`src/rtl/score_bcd_sequencer.sv`:
```
// Score sequencer: accepts saturated binary scores, converts them to BCD with a
// bit-serial double-dabble, keeps a high score and drives six active-low HEX digits.
// Optional build macro HISCORE_FLASH_EN blinks the high-score digits after a new record.
module score_bcd_sequencer #(
    parameter int MAX_SCORE    = 999,
    parameter int CONV_BITS    = 10,
    parameter int FLASH_PERIOD = 25000000
) (
    input  logic        clk,
    input  logic        rst,
    input  logic        score_valid,
    input  logic [31:0] score_count,
    output logic        score_ready,
    input  logic        clear_hiscore,
    output logic        busy,
    output logic [11:0] score_BCD,
    output logic [11:0] hiscore_BCD,
    output logic        new_hiscore,
    output logic [41:0] seven_seg
);

    // Handshake: an update is taken on any rising edge where score_valid && score_ready;
    // the requester holds score_valid/score_count stable until then, nothing is queued.

    localparam int CNT_W = $clog2(CONV_BITS + 1);

    if (MAX_SCORE > 999 || FLASH_PERIOD < 1) begin : g_bad_cfg
        $error("score_bcd_sequencer: MAX_SCORE must fit in 3 BCD digits and FLASH_PERIOD must be positive");
    end

    typedef enum logic [1:0] {
        IDLE    = 2'd0,
        CONVERT = 2'd1,
        COMMIT  = 2'd2
    } state_t;

    state_t               state;
    state_t               state_next;
    logic [CONV_BITS-1:0] sat_q;
    logic [CONV_BITS-1:0] bin_sh;
    logic [11:0]          bcd_sh;
    logic [11:0]          bcd_adj;
    logic [CNT_W-1:0]     bit_cnt;
    logic [CONV_BITS-1:0] hi_bin;
    logic [CONV_BITS-1:0] sat_in;
    logic                 blank_hi;

    assign sat_in = (score_count > 32'(MAX_SCORE)) ? CONV_BITS'(MAX_SCORE)
                                                   : score_count[CONV_BITS-1:0];

    function automatic logic [3:0] add3(input logic [3:0] nib);
        return (nib >= 4'd5) ? nib + 4'd3 : nib;
    endfunction

    assign bcd_adj = {add3(bcd_sh[11:8]), add3(bcd_sh[7:4]), add3(bcd_sh[3:0])};

    always_comb begin
        state_next  = state;
        score_ready = 1'b0;
        busy        = 1'b1;
        case (state)
            IDLE: begin
                score_ready = 1'b1;
                busy        = 1'b0;
                if (score_valid) state_next = CONVERT;
            end
            CONVERT: begin
                if (bit_cnt == CNT_W'(CONV_BITS - 1)) state_next = COMMIT;
            end
            COMMIT: begin
                state_next = IDLE;
            end
            default: begin
                state_next = IDLE;
            end
        endcase
    end

    always_ff @(posedge clk or negedge rst) begin
        if (!rst) begin
            state       <= IDLE;
            sat_q       <= '0;
            bin_sh      <= '0;
            bcd_sh      <= '0;
            bit_cnt     <= '0;
            hi_bin      <= '0;
            score_BCD   <= '0;
            hiscore_BCD <= '0;
            new_hiscore <= 1'b0;
        end else begin
            state <= state_next;
            case (state)
                IDLE: begin
                    if (score_valid) begin
                        sat_q   <= sat_in;
                        bin_sh  <= sat_in;
                        bcd_sh  <= '0;
                        bit_cnt <= '0;
                    end
                end
                CONVERT: begin
                    {bcd_sh, bin_sh} <= {bcd_adj, bin_sh} << 1;
                    bit_cnt          <= bit_cnt + 1'b1;
                end
                COMMIT: begin
                    score_BCD <= bcd_sh;
                    if (sat_q > hi_bin) begin
                        hiscore_BCD <= bcd_sh;
                        hi_bin      <= sat_q;
                        new_hiscore <= 1'b1;
                    end else begin
                        new_hiscore <= 1'b0;
                    end
                end
                default: ;
            endcase
            // A clear in the same cycle as a commit overrides the high-score update.
            if (clear_hiscore) begin
                hiscore_BCD <= '0;
                hi_bin      <= '0;
                new_hiscore <= 1'b0;
            end
        end
    end

`ifdef HISCORE_FLASH_EN
    logic [31:0] flash_cnt;
    logic        flash_flag;

    always_ff @(posedge clk or negedge rst) begin
        if (!rst) begin
            flash_cnt  <= '0;
            flash_flag <= 1'b0;
        end else if (clear_hiscore || !new_hiscore) begin
            flash_cnt  <= '0;
            flash_flag <= 1'b0;
        end else if (flash_cnt == 32'(FLASH_PERIOD - 1)) begin
            flash_cnt  <= '0;
            flash_flag <= ~flash_flag;
        end else begin
            flash_cnt <= flash_cnt + 32'd1;
        end
    end

    assign blank_hi = flash_flag;
`else
    assign blank_hi = 1'b0;
`endif

    // Segment order per digit is {g,f,e,d,c,b,a}; a lit segment is 0.
    function automatic logic [6:0] seg7(input logic [3:0] d);
        case (d)
            4'd0:    return 7'b1000000;
            4'd1:    return 7'b1111001;
            4'd2:    return 7'b0100100;
            4'd3:    return 7'b0110000;
            4'd4:    return 7'b0011001;
            4'd5:    return 7'b0010010;
            4'd6:    return 7'b0000010;
            4'd7:    return 7'b1111000;
            4'd8:    return 7'b0000000;
            4'd9:    return 7'b0010000;
            default: return 7'h7F;
        endcase
    endfunction

    assign seven_seg = {
        blank_hi ? 21'h1FFFFF
                 : {seg7(hiscore_BCD[11:8]), seg7(hiscore_BCD[7:4]), seg7(hiscore_BCD[3:0])},
        seg7(score_BCD[11:8]), seg7(score_BCD[7:4]), seg7(score_BCD[3:0])
    };

endmodule
```
`config.mk`:
```
export PLATFORM = sky130hd
export DESIGN_NAME = score_bcd_sequencer
export DESIGN_NICKNAME = d
export VERILOG_FILES = /design/src/rtl/score_bcd_sequencer.sv
export SDC_FILE = /design/constraint.sdc
export NUM_CORES = 1
export LEC_CHECK = 0
export ABC_AREA = 1
export CAP_MARGIN = 20
export CORE_UTILIZATION = 45
export CTS_CLUSTER_SIZE = 14
export DETAILED_ROUTE_END_ITERATION = 10
export PLACE_DENSITY = 0.82
export SYNTH_ARGS = -nofsm -noshare
export SYNTH_HDL_FRONTEND = slang
export SYNTH_SLANG_ARGS = --single-unit
export TNS_END_PERCENT = 20
```
`constraint.sdc`:
```
create_clock -name clk -period 2.2 [get_ports clk]
set_input_delay 0.22 -clock clk [delete_from_list [all_inputs] [get_ports clk]]
set_output_delay 0.22 -clock clk [all_outputs]
set_load 0.01 [all_outputs]
```
==> results of run 1 <==
path summary, 6_finish.rpt:
path                                 from             end  slack, ps  cells after the start
max                        hiscore_BCD[1]   seven_seg[26]         50                      6
min                                   rst    score_BCD[4]        410                      3
max reg2reg                     hi_bin[9]  hiscore_BCD[4]        350                     10
min reg2reg                      sat_q[0]        sat_q[0]        490                      2
max in group asynchronous             rst  hiscore_BCD[4]       1460                      3
min in group clk                 sat_q[0]        sat_q[0]        490                      2
cell type report:
| class | instances | area, µm² | share of cell area |
|---|---|---|---|
| Inverter | 93 | 349 | 0.0554 |
| Tap cell | 136 | 170 | 0.0270 |
| Multi-Input combinational cell | 415 | 2490 | 0.395 |
| Sequential cell | 73 | 1840 | 0.291 |
| Timing Repair Buffer | 120 | 1200 | 0.190 |
| Clock inverter | 6 | 130 | 0.0206 |
| Clock buffer | 10 | 128 | 0.0202 |
placed cells by master, fill, tap and decap left out:
master	synthesis	routed
nand2_1	120	120
clkdlybuf4s50_1	0	86
inv_1	83	80
dfrtp_1	73	66
nor2_1	53	53
o21ai_0	54	51
ha_1	48	48
o21ai_1	32	32
nand3_2	21	21
nand3_1	20	20
a21oi_1	18	18
inv_2	10	13
buf_4	2	13
o21bai_1	12	12
dlymetal6s2s_1	0	10
clkbuf_8	0	9
a22oi_1	8	8
dfrtp_2	0	7
dlygate4sd2_1	0	7
nor2_4	5	5
nand2_2	4	4
bufinv_16	0	4
o21ai_2	0	3
nor2_2	3	3
or2_1	3	3
o22ai_1	3	3
nand4_1	2	2
xor2_1	2	2
clkinv_2	0	2
buf_12	0	2
a21oi_2	1	1
nand4_2	1	1
nand3_4	1	1
a21oi_4	1	1
o211ai_1	1	1
o31ai_1	1	1
nand2_4	1	1
clkbuf_1	3	1
dlygate4sd3_1	0	1
buf_2	8	1
routing by layer:
metal | global-route usage | share of wire | up-vias
met3 | 0.0356 | 0.051 | 31
met1 | 0.247 | 0.40 | 2011
met2 | 0.381 | 0.52 | 148
met5 | 0 | 0 | -
met4 | 0.0895 | 0.027 | 0
li1 | - | - | 2142
report_power, final:
part / internal, mW / switching, mW / leakage (nW)
Sequential: 1.82 / 0.445 / 0.906
Combinational: 1.72 / 2.06 / 2.20
Clock: 0.865 / 0.500 / 0.130
tightest hold or removal path, cell delays in order:
cell and delay (ps):
dlygate4sd3_1 520, buf_2 120, buf_12 310
state kept, by name, summed over array words and instances, names as in the netlist:
name,flops
sat_q,10
bit_cnt,4
state,2
bin_sh,10
score_BCD,12
bcd_sh,12
hiscore_BCD,12
hi_bin,10
new_hiscore,1
cell families (layout without fill, tap and decap cells):
logic type / count (synthesis) / count (layout)
AO/OA/AOI/OAI: 131 / 131
XOR/XNOR: 2 / 2
adder cells (fa/ha/maj): 48 / 48
buffers and inverters: 109 / 229
flip-flops: 73 / 73
AND/OR/NAND/NOR: 234 / 234
what timing repair did:
item,in CTS,in global routing
cloned,0,0
gates resized for setup,15,18
hold endpoints to repair,73,0
hold buffers,1,0
setup buffers,4,2
pin swaps,0,0
endpoints found under the setup margin,15,21
metrics by stage:
stage	hold slack, ps	utilization	area (µm²)
finish	413	0.613	6300
global route	460	0.613	6300
CTS	445	0.608	6250
detailed placement	278	0.579	5950
global placement	278	0.579	5950
floorplan	-75.6	-	4760
==> results.json, run 1 <==
{
  "status": "finished clean",
  "routed_wl_um": 11000,
  "drive_above_1_share": 0.128,
  "p_per_area_nw_per_um2": 1180,
  "finalNonFillerCells": 853,
  "antenna_found_initial": 0,
  "insertion_delay_ps": 350,
  "fin_nets": 796,
  "numCtsBuffers": 9,
  "total_power_mw": 7.42,
  "clock.fmax_mhz": 464,
  "ir_drop_mv": 0.712,
  "netlist_area_um2": 4760,
  "cts_buffer_depth": 2,
  "yosys_warnings": 0,
  "fill_cells": 870,
  "grt_max_degree": 74,
  "synth_compound_area_frac": 0.153,
  "slew_viol_final": 0,
  "drt_first_pass_iters": 5,
  "via_count": 4332,
  "synth-seq-cells": 73,
  "path_clk_slew_ps": 80,
  "hold_viol_final": 0,
  "dp_cells": 830,
  "die_h_um": 105,
  "rsz0062_at_grt": "true",
  "yosys.cell_types.count": 31,
  "path_class": "reg -> out",
  "cp.arrival_ps": 1930,
  "critical_path.max_stage_delay_ps": 570,
  "grt_pass1_wl_um": 18900,
  "yosys.area_share.xor_xnor": 0.00368,
  "synth_fa_ha_area_frac": 0.126,
  "finalSetupViolations": 0,
  "finalSetupTns_ps": 0,
  "gp_congestion": 0.899,
  "drc": 0,
  "timing.final.ws_setup_ps": 45.8,
  "yosys.area_share.simple": 0.238,
  "htree_levels": 3,
  "leakage_nw": 3.24,
  "portBuffers": 104,
  "rows": 37,
  "viasPerCell": 5.08,
  "max_cap_viol_count": 0,
  "path_cells": "inv_2 -> ha_1 -> inv_1 -> nor2_1 -> o21ai_0 -> clkdlybuf4s50_1",
  "path_max_fanout": 6,
  "die_w_um": 105,
  "skew_ps": 8.81,
  "synth_top_flop_cell": "dfrtp_1",
  "crit_family": "buffers and inverters",
  "synth_common_cells": "120 x nand2_1, 83 x inv_1, 73 x dfrtp_1",
  "grt_overflow_total": 0,
  "dp_slack_ps": 296,
  "dieArea_um2": 11000,
  "hp-class": "in -> async",
  "synth_top_area_share": 0.384,
  "antennaDiodeCount": 0,
  "dpl.hpwl_um": 8260,
  "slowest_stage": "clkdlybuf4s50_1",
  "startpoint_type": "flip-flop",
  "path_buf_inv": 3,
  "synth_top_cell_by_area": "dfrtp_1",
  "synth_top_family_by_area": "simple AND/OR/NAND/NOR gates",
  "drt_iter0_markers": 211,
  "synth_cells": 597,
  "min_period_ps": 2150,
  "grt_usage": 0.211,
  "ys_top_cells_by_area": "dfrtp_1 38%, ha_1 13%, nand2_1 9.5%",
  "io_pins": 105,
  "cp.required_ps": 1980,
  "syn_to_final_growth_pct": 32.5,
  "ant_nets": 0,
  "synth_most_common_cell": "nand2_1",
  "synthArstFlopShare": 1.00,
  "cts_tree": "yes",
  "worstSetupEndpointType": "primary output",
  "clkSinkCount": 73,
  "coreArea_um2": 10300,
  "worstMarginPinSlew_ps": 442,
  "synth.mux.area_fraction": 0,
  "avgSynthCellArea_um2": 7.97,
  "grt_pass1_vias": 4194,
  "synth_edf_count": 0,
  "finalCritPeriodShare": 0.979,
  "clock-root-buffer": "clkbuf_8",
  "initial_core_util": 0.463,
  "syn_nets": 681,
  "maxSlewHeadroom": 0.705,
  "wl_per_cell_um": 12.9,
  "yosysSeqAreaShare": 0.384
}
Note: power is estimated with default switching activity, not from simulation.
==> run 2, diff against run 1 <==
CORE_MARGIN = 5   (was not set)
==> results.json, run 2 (synthesis gave the netlist of run 1 again) <==
{
  "die_h_um": 113,
  "cp.required_ps": 1980,
  "gp_congestion": 0.879,
  "grt_pass1_wl_um": 19600,
  "rsz0062_at_grt": "true",
  "grt_pass1_vias": 4358,
  "finalCritPeriodShare": 0.956,
  "dpl.hpwl_um": 8720,
  "routed_wl_um": 11400,
  "worstSetupEndpointType": "primary output",
  "insertion_delay_ps": 350,
  "wl_per_cell_um": 13.4,
  "dp_slack_ps": 307,
  "drc": 0,
  "p_per_area_nw_per_um2": 1160,
  "fill_cells": 877,
  "layout_common_cells": "120 x nand2_1, 85 x clkdlybuf4s50_1, 79 x inv_1",
  "numCtsBuffers": 9,
  "grt_usage": 0.184,
  "timing.final.ws_setup_ps": 97.1,
  "die_w_um": 113,
  "startpoint_type": "flip-flop",
  "viasPerCell": 5.10,
  "dieArea_um2": 12700,
  "path_clk_slew_ps": 70,
  "multi_input_area_um2": 2480,
  "htree_levels": 3,
  "total_power_mw": 7.22,
  "antennaDiodeCount": 0,
  "grt_overflow_total": 0,
  "initial_core_util": 0.461,
  "drt_first_pass_iters": 5,
  "antenna_found_initial": 0,
  "clock.fmax_mhz": 476,
  "status": "finished clean",
  "hp-class": "in -> async",
  "via_count": 4327,
  "ir_drop_mv": 0.609,
  "path_class": "reg -> out",
  "biggestRegsByFlops": "bcd_sh x12, hiscore_BCD x12, score_BCD x12",
  "coreArea_um2": 10300,
  "clkSinkCount": 73,
  "layout_commonest_cell": "nand2_1",
  "rows": 37,
  "ant_nets": 0,
  "syn_to_final_growth_pct": 31.1,
  "io_pins": 105,
  "clock-root-buffer": "clkbuf_8",
  "hold_viol_final": 0,
  "grt_max_degree": 68,
  "maxSlewHeadroom": 0.762,
  "leakage_nw": 3.22,
  "seq_area_um2": 1830,
  "drive_above_1_share": 0.121,
  "worstMarginPinSlew_ps": 358,
  "slew_viol_final": 0,
  "cts_tree": "yes",
  "min_period_ps": 2100,
  "finalSetupViolations": 0,
  "stdcell_area_um2": 6240,
  "cp.arrival_ps": 1880,
  "max_cap_viol_count": 0,
  "portBuffers": 104,
  "path_max_fanout": 5,
  "placed_cell_area_um2": 5950,
  "drt_iter0_markers": 339,
  "cts_buffer_depth": 2,
  "fin_nets": 792,
  "worst_hold_slack_ps": 272,
  "skew_ps": 6.29
}
[run 2: cell types whose count changed in the layout (fill, tap and decap cells not counted), sizes merged]
cell | previous run | this run
bufinv | 4 | 2
clkdlybuf4s50 | 86 | 85
buf | 16 | 12
dlymetal6s2s | 10 | 11
clkinvlp | 0 | 1
clkbuf | 10 | 11
[run 2: worst paths after layout]
check	endpoint	slack [ps]	cells after the start	startpoint
min	score_BCD[4]	270	2	rst
max	seven_seg[1]	100	5	score_BCD[0]
max reg2reg	hiscore_BCD[10]	360	9	sat_q[9]
min reg2reg	sat_q[0]	490	2	sat_q[0]
max in group asynchronous	hiscore_BCD[1]	1330	3	rst
min in group clk	sat_q[0]	490	2	sat_q[0]
[run 2: layout make-up]
type | count | area share
Tap cell | 136 | 0.0273
Inverter | 93 | 0.0560
Clock buffer | 11 | 0.0243
Clock inverter | 5 | 0.0124
Timing Repair Buffer | 116 | 0.188
Multi-Input combinational cell | 415 | 0.398
Sequential cell | 73 | 0.294
[run 2: per-layer routing]
metal  up-vias  global-route usage  routed length [µm]
li1       2146                   -                   -
met1      2021               0.214                4640
met2       142               0.339                5870
met3        18              0.0374                 710
met4         0              0.0545                 188
met5         -                   0                   0
[run 2: report_power, final]
| part | internal (mW) | leakage (nW) | total (mW) | switching [mW] |
|---|---|---|---|---|
| clock | 0.696 | 0.115 | 1.19 | 0.498 |
| sequential | 1.82 | 0.909 | 2.26 | 0.435 |
| combinational | 1.68 | 2.19 | 3.77 | 2.09 |
[run 2: stage by stage]
stage	cells	util	setup TNS, ps
3_3_place_gp	830	0.577	0
6_report	849	0.604	0
2_1_floorplan	597	-	0
4_1_cts	849	0.601	-39.3
3_5_place_dp	830	0.577	0
5_1_grt	849	0.604	-12.9
[run 2: critical path, stage by stage, from the launching register on]
cell and delay, ps:
dfrtp_1 420, inv_1 120, ha_1 300, nand2_1 60, nand2_1 90, clkdlybuf4s50_1 550
[run 2: what timing repair did]
item / 4_1_cts / 5_1_grt
endpoints found under the hold margin: 6 / 0
hold buffers: 1 / 0
gates resized for setup: 13 / 17
setup buffers: 2 / 0
endpoints found under the setup margin: 12 / 15
==> run 3, diff against run 2 <==
TNS_END_PERCENT = not set   (was 20)
==> results.json, run 3 (synthesis gave the netlist of run 1 again) <==
{
  "slew_viol_final": 0,
  "finalCritPeriodShare": 0.959,
  "dpl.hpwl_um": 8720,
  "worstSetupEndpointType": "primary output",
  "path_class": "reg -> out",
  "wl_per_cell_um": 13.5,
  "htree_levels": 3,
  "grt_pass1_wl_um": 19700,
  "numCtsBuffers": 9,
  "dp_slack_ps": 307,
  "maxSlewHeadroom": 0.760,
  "die_h_um": 113,
  "insertion_delay_ps": 350,
  "grt_usage": 0.185,
  "biggestRegsByFlops": "bcd_sh x12, hiscore_BCD x12, score_BCD x12",
  "clock-root-buffer": "clkbuf_8",
  "cts_tree": "yes",
  "worstMarginPinSlew_ps": 360,
  "portBuffers": 104,
  "io_pins": 105,
  "fin_nets": 796,
  "dp_cells": 830,
  "startpoint_type": "flip-flop",
  "drc": 0,
  "layout_commonest_cell": "nand2_1",
  "via_count": 4355,
  "hold_viol_final": 0,
  "leakage_nw": 3.24,
  "path_clk_slew_ps": 80,
  "cp.arrival_ps": 1890,
  "antenna_found_initial": 0,
  "initial_core_util": 0.461,
  "p_per_area_nw_per_um2": 1170,
  "syn_to_final_growth_pct": 32.0,
  "max_cap_viol_count": 0,
  "die_w_um": 113,
  "layout_common_cells": "120 x nand2_1, 88 x clkdlybuf4s50_1, 79 x inv_1",
  "skew_ps": 6.28,
  "fill_cells": 869,
  "total_power_mw": 7.33,
  "antennaDiodeCount": 0,
  "drive_above_1_share": 0.127,
  "status": "finished clean",
  "routed_wl_um": 11500,
  "finalNonFillerCells": 853,
  "timing.final.ws_setup_ps": 89.7,
  "clkSinkCount": 73,
  "cts_buffer_depth": 2,
  "clock.fmax_mhz": 474,
  "coreArea_um2": 10300,
  "drt_iter0_markers": 311,
  "gp_congestion": 0.879,
  "cp.required_ps": 1980,
  "dieArea_um2": 12700,
  "drt_first_pass_iters": 5,
  "ir_drop_mv": 0.602,
  "grt_overflow_total": 0,
  "ant_nets": 0,
  "hp-class": "in -> async",
  "grt_pass1_vias": 4380,
  "finalSetupViolations": 0,
  "min_period_ps": 2110,
  "finalSetupTns_ps": 0,
  "rows": 37,
  "grt_max_degree": 68,
  "viasPerCell": 5.11,
  "path_max_fanout": 4
}
[run 3: what timing repair did]
action                                  4_1_cts  5_1_grt
endpoints found under the setup margin       12       15
endpoints found under the hold margin         6        0
gates resized for setup                      11       18
hold buffers                                  1        0
pin swaps                                     0        0
buffers inserted                              5        1
[run 3: worst max-delay path: stages, from the launching register on]
cell	delay, ps
dfrtp_1	390
buf_4	150
ha_1	190
o21ai_0	220
o21ai_0	100
clkdlybuf4s50_1	500
[run 3: area by class of cell]
class	instances	area, µm²	area share
multi-input cells	415	2480	0.396
flip-flops and latches	73	1830	0.292
repair buffers	120	1210	0.193
inverters	93	349	0.0556
well taps	136	170	0.0271
clock buffers	11	151	0.0241
clock inverters	5	77.6	0.0124
[run 3: per-stage QoR]
stage | hold slack, ps | cell area (µm²) | utilization
global route | 266 | 6280 | 0.608
finish | 267 | 6280 | 0.608
global placement | 69.2 | 5950 | 0.577
detailed placement | 74.3 | 5950 | 0.577
floorplan | -75.6 | 4760 | -
CTS | 266 | 6230 | 0.604
[run 3: worst paths after layout]
check                        startpoint              end  slack [ps]  depth (start not counted)
max                        score_BCD[4]    seven_seg[13]          90                          5
min                                 rst     score_BCD[4]         270                          2
max reg2reg                    sat_q[9]  hiscore_BCD[10]         360                          9
min reg2reg                    sat_q[0]         sat_q[0]         490                          2
max in group asynchronous           rst   hiscore_BCD[1]        1330                          3
min in group clk               sat_q[0]         sat_q[0]         490                          2
[run 3: metal layers]
layer | GRT usage | part of all wire | vias up
met4 | 0.0537 | 0.012 | 0
met2 | 0.343 | 0.52 | 140
met1 | 0.215 | 0.40 | 2048
li1 | - | - | 2151
met3 | 0.0374 | 0.061 | 16
met5 | 0 | 0 | -
[run 3: report_power, final]
part	total, mW	internal, mW	switching, mW
registers	2.25	1.83	0.422
logic	3.88	1.77	2.11
clock network	1.20	0.696	0.500
total	7.33	4.29	3.04
